<file path="src/rtl/game_pkg.sv">
// game_pkg: shared encodings and coordinate widths for the game datapath.
package game_pkg;

    // Screen coordinate widths in pixels.
    localparam int unsigned X_W = 11;
    localparam int unsigned Y_W = 10;

    // Engine state encoding; the numeric values are visible on the state output.
    typedef enum logic [1:0] {
        ST_IDLE  = 2'd0,
        ST_PLAY  = 2'd1,
        ST_DYING = 2'd2,
        ST_OVER  = 2'd3
    } game_state_e;

    // One-hot sprite direction codes shared with the movement logic.
    typedef enum logic [3:0] {
        DIR_RIGHT = 4'b0001,
        DIR_UP    = 4'b0010,
        DIR_DOWN  = 4'b0100,
        DIR_LEFT  = 4'b1000
    } dir_e;

    // Sprite position on screen.
    typedef struct packed {
        logic [X_W-1:0] x;
        logic [Y_W-1:0] y;
    } coord_t;

endpackage

</file>
<file path="src/rtl/game_state_engine_if.sv">
// game_state_engine_if: sprite positions in, game status out.
// The pause input exists only when GAME_STATE_PAUSE_EN is defined.
interface game_state_engine_if #(
    parameter int unsigned NUM_GHOSTS = 4
) ();
    import game_pkg::*;

    logic                      start;
    logic [X_W-1:0]            pacman_x;
    logic [Y_W-1:0]            pacman_y;
    logic [NUM_GHOSTS*X_W-1:0] ghost_x;
    logic [NUM_GHOSTS*Y_W-1:0] ghost_y;
`ifdef GAME_STATE_PAUSE_EN
    logic                      pause;
`endif

    logic                      move_tick;
    logic                      respawn;
    logic [1:0]                state;
    logic [2:0]                lives;
    logic [NUM_GHOSTS-1:0]     hit_mask;
    logic                      pacman_is_dead;
    logic                      game_over;

`ifdef GAME_STATE_PAUSE_EN
    modport master (
        output start, pacman_x, pacman_y, ghost_x, ghost_y, pause,
        input  move_tick, respawn, state, lives, hit_mask, pacman_is_dead, game_over
    );
    modport slave (
        input  start, pacman_x, pacman_y, ghost_x, ghost_y, pause,
        output move_tick, respawn, state, lives, hit_mask, pacman_is_dead, game_over
    );
`else
    modport master (
        output start, pacman_x, pacman_y, ghost_x, ghost_y,
        input  move_tick, respawn, state, lives, hit_mask, pacman_is_dead, game_over
    );
    modport slave (
        input  start, pacman_x, pacman_y, ghost_x, ghost_y,
        output move_tick, respawn, state, lives, hit_mask, pacman_is_dead, game_over
    );
`endif

endinterface

</file>
<file path="src/rtl/hit_detect.sv">
// hit_detect: per-axis proximity window between one ghost and pacman.
// Differences are taken one bit wider than the coordinates so they never wrap.
module hit_detect
    import game_pkg::*;
#(
    parameter int unsigned HIT_RADIUS = 16
) (
    input  coord_t ghost,
    input  coord_t pacman,
    output logic   hit_c
);

    localparam int unsigned DX_W = X_W + 1;
    localparam int unsigned DY_W = Y_W + 1;

    logic [DX_W-1:0] dx_c;
    logic [DY_W-1:0] dy_c;

    // Unsigned absolute distance on each axis, then the strict window test.
    always_comb begin
        if (ghost.x >= pacman.x) begin
            dx_c = DX_W'(ghost.x) - DX_W'(pacman.x);
        end else begin
            dx_c = DX_W'(pacman.x) - DX_W'(ghost.x);
        end
        if (ghost.y >= pacman.y) begin
            dy_c = DY_W'(ghost.y) - DY_W'(pacman.y);
        end else begin
            dy_c = DY_W'(pacman.y) - DY_W'(ghost.y);
        end
        hit_c = (32'(dx_c) < HIT_RADIUS) && (32'(dy_c) < HIT_RADIUS);
    end

endmodule

</file>
<file path="src/rtl/game_state_engine.sv">
// game_state_engine: game flow (idle/play/dying/over), lives, movement tick
// and ghost collision handling.
// Optional build macro GAME_STATE_PAUSE_EN adds a pause input that freezes
// play (tick and collisions); without it the engine behaves as never paused.
module game_state_engine
    import game_pkg::*;
#(
    parameter int unsigned NUM_GHOSTS  = 4,
    parameter int unsigned TICK_DIV    = 2,
    parameter int unsigned LIVES       = 3,
    parameter int unsigned DEATH_TICKS = 64,
    parameter int unsigned HIT_RADIUS  = 16
) (
    input  logic                clk,
    input  logic                rst,
    game_state_engine_if.slave  bus
);

    localparam int unsigned       CNT_W      = 8;
    localparam int unsigned       LIVES_W    = 3;
    localparam logic [CNT_W-1:0]  TICK_LAST  = CNT_W'(TICK_DIV - 1);
    localparam logic [CNT_W-1:0]  DEATH_LOAD = CNT_W'(DEATH_TICKS - 1);

    game_state_e             state_q,          state_d;
    logic [LIVES_W-1:0]      lives_q,          lives_d;
    logic [NUM_GHOSTS-1:0]   hit_mask_q,       hit_mask_d;
    logic [CNT_W-1:0]        tick_q,           tick_d;
    logic [CNT_W-1:0]        death_q,          death_d;
    logic                    move_tick_q,      move_tick_d;
    logic                    respawn_q,        respawn_d;
    logic                    pacman_is_dead_q, pacman_is_dead_d;
    logic                    game_over_q,      game_over_d;

    logic [NUM_GHOSTS-1:0]   hit_vec_c;
    logic                    any_hit_c;
    logic                    pause_c;
    coord_t                  pacman_c;

`ifdef GAME_STATE_PAUSE_EN
    assign pause_c = bus.pause;
`else
    assign pause_c = 1'b0;
`endif

    assign pacman_c = {bus.pacman_x, bus.pacman_y};

    // One proximity checker per ghost channel.
    for (genvar g = 0; g < NUM_GHOSTS; g++) begin : g_hit
        coord_t ghost_c;
        assign ghost_c = {bus.ghost_x[g*X_W +: X_W], bus.ghost_y[g*Y_W +: Y_W]};

        hit_detect #(
            .HIT_RADIUS (HIT_RADIUS)
        ) u_hit_detect (
            .ghost  (ghost_c),
            .pacman (pacman_c),
            .hit_c  (hit_vec_c[g])
        );
    end

    assign any_hit_c = |hit_vec_c;

    // Next-state and next-output logic for the game flow.
    always_comb begin
        state_d     = state_q;
        lives_d     = lives_q;
        hit_mask_d  = hit_mask_q;
        tick_d      = tick_q;
        death_d     = death_q;
        move_tick_d = 1'b0;
        respawn_d   = 1'b0;

        unique case (state_q)
            ST_IDLE, ST_OVER: begin
                if (bus.start) begin
                    state_d    = ST_PLAY;
                    lives_d    = LIVES_W'(LIVES);
                    hit_mask_d = '0;
                    tick_d     = '0;
                    death_d    = '0;
                    respawn_d  = 1'b1;
                end
            end
            ST_PLAY: begin
                if (!pause_c) begin
                    if (any_hit_c) begin
                        // A death outranks a movement step on the same cycle.
                        state_d    = ST_DYING;
                        lives_d    = lives_q - LIVES_W'(1);
                        hit_mask_d = hit_vec_c;
                        death_d    = DEATH_LOAD;
                    end else if (tick_q == TICK_LAST) begin
                        tick_d      = '0;
                        move_tick_d = 1'b1;
                    end else begin
                        tick_d = tick_q + CNT_W'(1);
                    end
                end
            end
            ST_DYING: begin
                if (death_q == '0) begin
                    if (lives_q == '0) begin
                        state_d = ST_OVER;
                    end else begin
                        state_d    = ST_PLAY;
                        respawn_d  = 1'b1;
                        tick_d     = '0;
                        hit_mask_d = '0;
                    end
                end else begin
                    death_d = death_q - CNT_W'(1);
                end
            end
            default: begin
                state_d = ST_IDLE;
            end
        endcase

        pacman_is_dead_d = (state_d == ST_DYING);
        game_over_d      = (state_d == ST_OVER);
    end

    // State and output registers with synchronous reset.
    always_ff @(posedge clk) begin
        if (rst) begin
            state_q          <= ST_IDLE;
            lives_q          <= '0;
            hit_mask_q       <= '0;
            tick_q           <= '0;
            death_q          <= '0;
            move_tick_q      <= 1'b0;
            respawn_q        <= 1'b0;
            pacman_is_dead_q <= 1'b0;
            game_over_q      <= 1'b0;
        end else begin
            state_q          <= state_d;
            lives_q          <= lives_d;
            hit_mask_q       <= hit_mask_d;
            tick_q           <= tick_d;
            death_q          <= death_d;
            move_tick_q      <= move_tick_d;
            respawn_q        <= respawn_d;
            pacman_is_dead_q <= pacman_is_dead_d;
            game_over_q      <= game_over_d;
        end
    end

    assign bus.state          = state_q;
    assign bus.lives          = lives_q;
    assign bus.hit_mask       = hit_mask_q;
    assign bus.move_tick      = move_tick_q;
    assign bus.respawn        = respawn_q;
    assign bus.pacman_is_dead = pacman_is_dead_q;
    assign bus.game_over      = game_over_q;

endmodule

</file>
<file path="src/flat_wrapper.sv">
// flat-port wrapper written by rule: the top's interface ports become plain ports
module game_state_engine_flat import game_pkg::*;
#(
    parameter int unsigned NUM_GHOSTS  = 4,
    parameter int unsigned TICK_DIV    = 2,
    parameter int unsigned LIVES       = 3,
    parameter int unsigned DEATH_TICKS = 64,
    parameter int unsigned HIT_RADIUS  = 16
)
  (clk, rst, bus_start, bus_pacman_x, bus_pacman_y, bus_ghost_x, bus_ghost_y, bus_move_tick, bus_respawn, bus_state, bus_lives, bus_hit_mask, bus_pacman_is_dead, bus_game_over);
  game_state_engine_if #(.NUM_GHOSTS(NUM_GHOSTS)) bus_i ();
  input  logic clk;
  input  logic rst;
  input wire logic [$bits(bus_i.start)-1:0] bus_start;
  input wire logic [$bits(bus_i.pacman_x)-1:0] bus_pacman_x;
  input wire logic [$bits(bus_i.pacman_y)-1:0] bus_pacman_y;
  input wire logic [$bits(bus_i.ghost_x)-1:0] bus_ghost_x;
  input wire logic [$bits(bus_i.ghost_y)-1:0] bus_ghost_y;
  output wire logic [$bits(bus_i.move_tick)-1:0] bus_move_tick;
  output wire logic [$bits(bus_i.respawn)-1:0] bus_respawn;
  output wire logic [$bits(bus_i.state)-1:0] bus_state;
  output wire logic [$bits(bus_i.lives)-1:0] bus_lives;
  output wire logic [$bits(bus_i.hit_mask)-1:0] bus_hit_mask;
  output wire logic [$bits(bus_i.pacman_is_dead)-1:0] bus_pacman_is_dead;
  output wire logic [$bits(bus_i.game_over)-1:0] bus_game_over;
  assign bus_i.start = bus_start;
  assign bus_i.pacman_x = bus_pacman_x;
  assign bus_i.pacman_y = bus_pacman_y;
  assign bus_i.ghost_x = bus_ghost_x;
  assign bus_i.ghost_y = bus_ghost_y;
  assign bus_move_tick = bus_i.move_tick;
  assign bus_respawn = bus_i.respawn;
  assign bus_state = bus_i.state;
  assign bus_lives = bus_i.lives;
  assign bus_hit_mask = bus_i.hit_mask;
  assign bus_pacman_is_dead = bus_i.pacman_is_dead;
  assign bus_game_over = bus_i.game_over;
  game_state_engine #(.NUM_GHOSTS(NUM_GHOSTS), .TICK_DIV(TICK_DIV), .LIVES(LIVES), .DEATH_TICKS(DEATH_TICKS), .HIT_RADIUS(HIT_RADIUS)) u_core (.clk(clk), .rst(rst), .bus(bus_i));
endmodule
</file>
<file path="config.mk">
export PLATFORM = sky130hd
export DESIGN_NAME = game_state_engine_flat
export DESIGN_NICKNAME = d
export VERILOG_FILES = /design/src/rtl/game_pkg.sv /design/src/rtl/game_state_engine_if.sv /design/src/rtl/hit_detect.sv /design/src/rtl/game_state_engine.sv /design/src/flat_wrapper.sv
export SDC_FILE = /design/constraint.sdc
export NUM_CORES = 1
export LEC_CHECK = 0
export ABC_AREA = 1
export BUFFER_PORTS_ARGS = -buffer_cell sky130_fd_sc_hd__buf_2
export CAP_MARGIN = 15
export CORE_MARGIN = 1.5
export CORE_UTILIZATION = 55
export DETAILED_ROUTE_END_ITERATION = 8
export GPL_TIMING_DRIVEN = 1
export PLACE_DENSITY_LB_ADDON = 0.15
export RECOVER_POWER = 100
export SYNTH_ARGS = -nofsm -noshare
export SYNTH_HDL_FRONTEND = slang
export SYNTH_SLANG_ARGS = --single-unit
</file>
<file path="constraint.sdc">
create_clock -name clk -period 2.8 [get_ports clk]
set_input_delay 0.28 -clock clk [delete_from_list [all_inputs] [get_ports clk]]
set_output_delay 0.28 -clock clk [all_outputs]
set_load 0.03 [all_outputs]
</file>
Yosys cells after proc, flatten, opt, wreduce, memory -nomap -nowiden
Index checks and enable logic that the tools add are counted.
{"block": "op_classes", "mux": 35, "n_div": 0, "n_shift": 0, "n_lt_le_gt_ge": 16, "bitwise_logic": 1, "add_sub_neg": 19, "reduce_logical": 15, "eq_ne": 12, "mul": 0}
{"op": "subtractor 11 x 11 -> 12 bit", "n": 8}
{"op": "subtractor 10 x 10 -> 11 bit", "n": 8}
{"op": "2-to-1 mux 8 bit", "n": 7}
{"op": "less-than comparator 12 x 5 -> 1 bit (second input constant)", "n": 4}
{"op": "2-to-1 mux 12 bit", "n": 4}
{"op": "one-hot mux 8 bit (3 select lines)", "n": 2}
{"op": ">= comparator 11 bit", "n": 4}
{"op": "less-than comparator 11 x 5 -> 1 bit (second input constant)", "n": 4}
{"op": "2-to-1 mux 11 bit", "n": 4}
{"op": ">= comparator 10 bit", "n": 4}
{"op": "2-to-1 mux 4 bit", "n": 4}
{"op": "one-hot mux 4 bit (3 select lines)", "n": 1}
{"op": "adder 8 x 1 -> 8 bit (second input constant)", "n": 1}
{"op": "equality test 2 bit (second input constant)", "n": 4}
{"op": "equality test 8 x 1 -> 1 bit (second input constant)", "n": 1}
{"op": "zero test 8 bit", "n": 1}
{"op": "2-to-1 mux 2 bit", "n": 4}
{"op": "!= test 2 bit (second input constant)", "n": 4}
{"op": "AND reduction 4 bit", "n": 2}
{"op": "subtractor 8 x 1 -> 8 bit (second input constant)", "n": 1}
{"op": "2-to-1 mux 3 bit", "n": 2}
{"op": "one-hot mux 2 bit (3 select lines)", "n": 1}
{"op": "one-hot mux 3 bit (2 select lines)", "n": 1}
{"op": "AND reduction 3 bit", "n": 2}
{"op": "13 further kinds", "n": 20}
{"block": "word_totals", "mem_bits_rw": 0, "word_cells": 107, "mem_count": 0, "register_bits": 29, "latchBits": 0, "rom_bits": 0}

Depth between registers and ports, before layout
{"block": "depth", "depth_word": 8, "ltp_mapped": 25, "ltp_nobuf": 24}

By module
A second synthesis with hierarchy kept.
{"block": "unflattened", "cells_unflattened": 2136, "area_unflattened_um2": 11028.1}
{"mod": "hit_detect", "seq_area_each_um2": 0.0, "cells_each": 473, "n_inst": 4, "area_each_um2": 2348.5}
{"mod": "game_state_engine", "seq_area_each_um2": 580.6, "cells_each": 244, "n_inst": 1, "area_each_um2": 1634.1}

Worst setup path after synthesis
OpenSTA, ideal clock, no wires.
{"block": "synth_timing", "path_kind": "input to register", "start": "input port bus_ghost_x[6]", "end": "register u_core.death_q[5]", "stages": 25, "setup_time_ps": 128, "slack_ps": 358, "arrival_ps": 2315, "path_cell_list": "inv_1 ha_1 clkbuf_2 nand2_2 inv_1 nand2_1 nand2_2 a21oi_4 nand2_2 buf_6 nand2_1 clkinv_1 nor2_1 nor2_1 nand2_1 nor2_1 nand2_1 nand2_1 nor2_2 nand2_4 nand3_4 buf_6 nand2_1 nand2_1 nor2_1"}
{"block": "synth_between", "elab_chain_cells": 7}
{"element": "start: declaration", "line_no": "flat_wrapper.sv:17", "rtl": "input wire logic [$bits(bus_i.ghost_x)-1:0] bus_ghost_x;"}
{"element": "subtractor 11 x 11 -> 12 bit (tied with other cells)", "line_no": "hit_detect.sv:24", "rtl": "dx_c = DX_W'(pacman.x) - DX_W'(ghost.x);"}
{"element": "2-to-1 mux 12 bit (*)", "line_no": "hit_detect.sv:21", "rtl": "if (ghost.x >= pacman.x) begin"}
{"element": "less-than comparator 12 x 5 -> 1 bit (*)", "line_no": "hit_detect.sv:31", "rtl": "hit_c = (32'(dx_c) < HIT_RADIUS) && (32'(dy_c) < HIT_RADIUS);"}
{"element": "logical AND 1 bit (*)", "line_no": "hit_detect.sv:31"}
{"element": "OR reduction 4 bit (*)", "line_no": "game_state_engine.sv:61", "rtl": "assign any_hit_c = |hit_vec_c;"}
{"element": "!= test 2 x 1 -> 1 bit (no source line) (*)"}
{"element": "AND reduction 3 bit (no source line) (*)"}
{"element": "end signal: assignment", "line_no": "game_state_engine.sv:140", "rtl": "death_q <= death_d;"}
{"element": "end: declaration", "line_no": "game_state_engine.sv:28", "rtl": "logic [CNT_W-1:0] death_q, death_d;"}
Mark *: on every way between the ends. The rest lies on a longest branch, timed or not.
A chain may end at the register's enable or synchronous reset.

Final worst setup path
{"block": "layout_timing", "start": "input port bus_pacman_y[6]", "end": "register u_core.death_q[4]"}
{"block": "layout_between", "elab_chain_cells": 7}
{"element": "start: declaration", "line_no": "flat_wrapper.sv:16", "rtl": "input wire logic [$bits(bus_i.pacman_y)-1:0] bus_pacman_y;"}
{"element": "subtractor 10 x 10 -> 11 bit (tied with other cells)", "line_no": "hit_detect.sv:29", "rtl": "dy_c = DY_W'(pacman.y) - DY_W'(ghost.y);"}
{"element": "2-to-1 mux 11 bit", "line_no": "hit_detect.sv:26", "rtl": "if (ghost.y >= pacman.y) begin"}
{"element": "less-than comparator 11 x 5 -> 1 bit", "line_no": "hit_detect.sv:31"}
{"element": "logical AND 1 bit", "line_no": "hit_detect.sv:31"}
{"element": "OR reduction 4 bit (*)", "line_no": "game_state_engine.sv:61"}
{"element": "!= test 2 x 1 -> 1 bit (no source line) (*)"}
{"element": "AND reduction 3 bit (no source line) (*)"}
Marks and branches as above.

==> run metrics <==
most used standard cells in the synthesized netlist nand2_1 (1000), inv_1 (463), nor2_1 (236); Clock Latency Late Sink 0.28 ns; critical path peak fanout 7; data arrival time of the critical path 2.89 ns; # DRC 0; Final Non-Filler Cells 3067; worst hold path stage count 3; biggest area consumer among synthesized cells nand2_1; core outline area 21200 µm²; worst hold start bus_start; mean routed wirelength per cell 13.7 µm; worst slack at placement -0.296 ns; DRC violation total after the first TritonRoute iteration 1086; number of inserted diodes 0; global-route wire length before repair 64.5 mm; routed vias/inst 5.23; number of pins exceeding their max-slew limit in the final report 0; yosys synthesis warning count 0; dominant cell by count in the synthesized netlist nand2_1; die extent in y 151 µm; Mapped Area 12000 µm²; count of placed standard cells including taps 3039; vias in the first global route 14400; worst reg2reg path startpoint u_core.death_q[2]; async set-reset flop share out of synthesis 0%; Clock transition at path regs 0.05 ns; Static Leak 9.72 nW; top cells by area in the synthesized netlist nand2_1 (31%), ha_1 (18%), inv_1 (14%); ratio of cells with drive above 1 in the final layout 20.4%; total number of placement rows 53; overall via count from detail_route 16000; number of distinct library cell variants in the gate-level netlist after synthesis 36; antenna violations before repair 0; flop and latch count out of synthesis 29; Die X 151 µm; average cell area after synthesis 4.99 µm²; endpoint class of the critical path flop; outcome complete, no violations; number of H-tree branching levels 2; Detail Placement HPWL 34.4 mm; number of buffers on the longest clock path 2; Final Hold Slack 0.325 ns; endpoint of the most critical register-to-register path u_core.tick_q[2]; Finish-stage setup viols 0; P&R area growth vs syn 32.0%; setup slack on the worst flop-to-flop path 0.30 ns; RD Place Congestion 1.01; cell count of the worst reg-to-reg path 9; Hold Path Class primary input to flop; global-route usage over all layers 34.6%; total power density per cell area 387 nW/µm²; worst hold path endpoint u_core.bus.respawn; shortest period the worst path allows 2.73 ns; flip-flop cell with the highest count after synthesis dfxtp_1; Tightest Pin Transition 0.997 ns; router iterations before antenna repair 5; cts bufs inserted 5; synthesized netlist cell count 2406; wire length after detailed routing 42.0 mm; post-layout worst setup margin 0.0659 ns; TritonCTS clock tree built; EDFF count, synth 0; Startpoint Class primary input; max-cap check violation count 0; clock root buffer clkbuf_16; kind of critical path primary input to flop; number of port buffers 120; post-synthesis sequential area ratio 4.83%; pin count of the biggest net entering global routing 20; Placed Area 14800 µm²; skew final 0.00429 ns; final hold violation count 0; achievable frequency 0.366 GHz; share of the clock period used by the worst path after layout 97.6%; relative max-transition margin 33.3%; I/O pin total 121; fraction of post-synthesis cell area in the top cell type by area 31.2%; Antenna Violating Nets Remaining 0; post-layout net count 3075; sum of overflow across all layers after global routing 0; CP startpoint bus_pacman_y[6]; worst-case vdd ir drop 0.399 mV; syn nets 2690; number of clock sinks seen by CTS 29; final std cell area, no fill 15900 µm²; initial core utilization 56.6%; Required @ worst endpoint 2.95 ns; post-route total power 6.14 mW; DIE AREA 22700 µm²
-- critical path, stage by stage --
cell and delay [ns]:
buf_2 0.19, inv_1 0.13, ha_1 0.23, nand2_1 0.07, nand2_1 0.09, a21oi_1 0.31, nand4_4 0.20, inv_2 0.15
nand2_1 0.08, nand2_1 0.08, nand3_1 0.09, nor2_2 0.15, nand2_1 0.13, nand2_2 0.11, nor2_4 0.05, nand2_4 0.12
buf_4 0.14, nand4_1 0.11, nand2_1 0.11, nor2_1 0.04
-- layout make-up --
cell class              count  area [µm²]
inverters                 470        1770
clock inverters             2        10.0
repair buffers            392        2700
well taps                 275         344
flip-flops and latches     29         581
multi-input cells        1893       10300
fillers                  1927        5360
clock buffers               6         129
-- kinds of logic after synthesis --
| group | count (synthesis) | share of synthesized area, % |
|---|---|---|
| AOI/OAI and AO/OA | 156 | 7.02 |
| DFF | 29 | 4.83 |
| adders and majority gates | 176 | 18.3 |
| buffers and inverters | 489 | 15.7 |
| xor gates and xnor gates | 15 | 1.09 |
| and+or+nand+nor | 1541 | 53.0 |
-- routing by layer --
layer	global-route usage [%]	up-vias	wire length [µm]
met5	0	-	0
met3	2.65	122	2800
met4	11.9	0	1550
li1	-	8162	-
met2	61.2	669	20000
met1	43.9	7074	17700
-- metrics by stage --
stage	setup TNS, ns	util [%]
3_5_place_dp	-6.30	69.7
2_1_floorplan	0	-
5_1_grt	-0.298	74.7
6_report	0	74.7
3_3_place_gp	-4.69	69.7
4_1_cts	-0.00580	70.3
-- report_power, final --
part	leakage (nW)	total, mW	switching [mW]	internal [mW]
Sequential	0.238	0.668	0.100	0.568
Combinational	9.41	4.95	3.11	1.85
Clock	0.0706	0.519	0.193	0.326
Total	9.72	6.14	3.40	2.74
-- how the worst max path moves through the flow --
stage	end	slack (ns)	cells past startpoint
final	u_core.death_q[4]	0.07	20
after CTS	u_core.death_q[4]	-0.006	23
after floorplan	u_core.death_q[5]	0.36	25
after detailed placement	u_core.tick_q[4]	-0.30	23
after global placement	u_core.tick_q[4]	-0.28	21
after global routing	u_core.bus.game_over	-0.08	23
-- state kept, by name (all words and copies together), names as in the netlist --
register,count
u_core.bus.game_over,1
u_core.bus.hit_mask,4
u_core.bus.lives,3
u_core.bus.move_tick,1
u_core.bus.pacman_is_dead,1
u_core.bus.respawn,1
u_core.bus.state,2
u_core.death_q,8
u_core.tick_q,8
-- repair_timing --
| item | 4_1_cts | 5_1_grt |
|---|---|---|
| resized for setup | 3 | 195 |
| hold buffers | 0 | 0 |
| cloned | 0 | 5 |
| setup buffers | 0 | 16 |
| endpoints found under the setup margin | 6 | 28 |
| pin swaps | 0 | 47 |
-- placed cells by master (no fill, tap or decap), types with 16 or more instances in the layout --
cell | synthesis | layout
nand2_2 | 9 | 37
buf_4 | 2 | 272
inv_2 | 4 | 16
a21oi_1 | 100 | 82
inv_1 | 463 | 450
nor2_2 | 6 | 31
dfxtp_1 | 29 | 29
nor2_1 | 236 | 205
ha_1 | 176 | 129
ha_4 | 0 | 31
nand3_1 | 190 | 185
a21oi_2 | 3 | 21
nand2_1 | 1000 | 973
buf_2 | 7 | 94
nand4_1 | 68 | 68
ha_2 | 0 | 16
o21ai_0 | 34 | 24
Note: power is estimated with default switching activity, not from simulation.
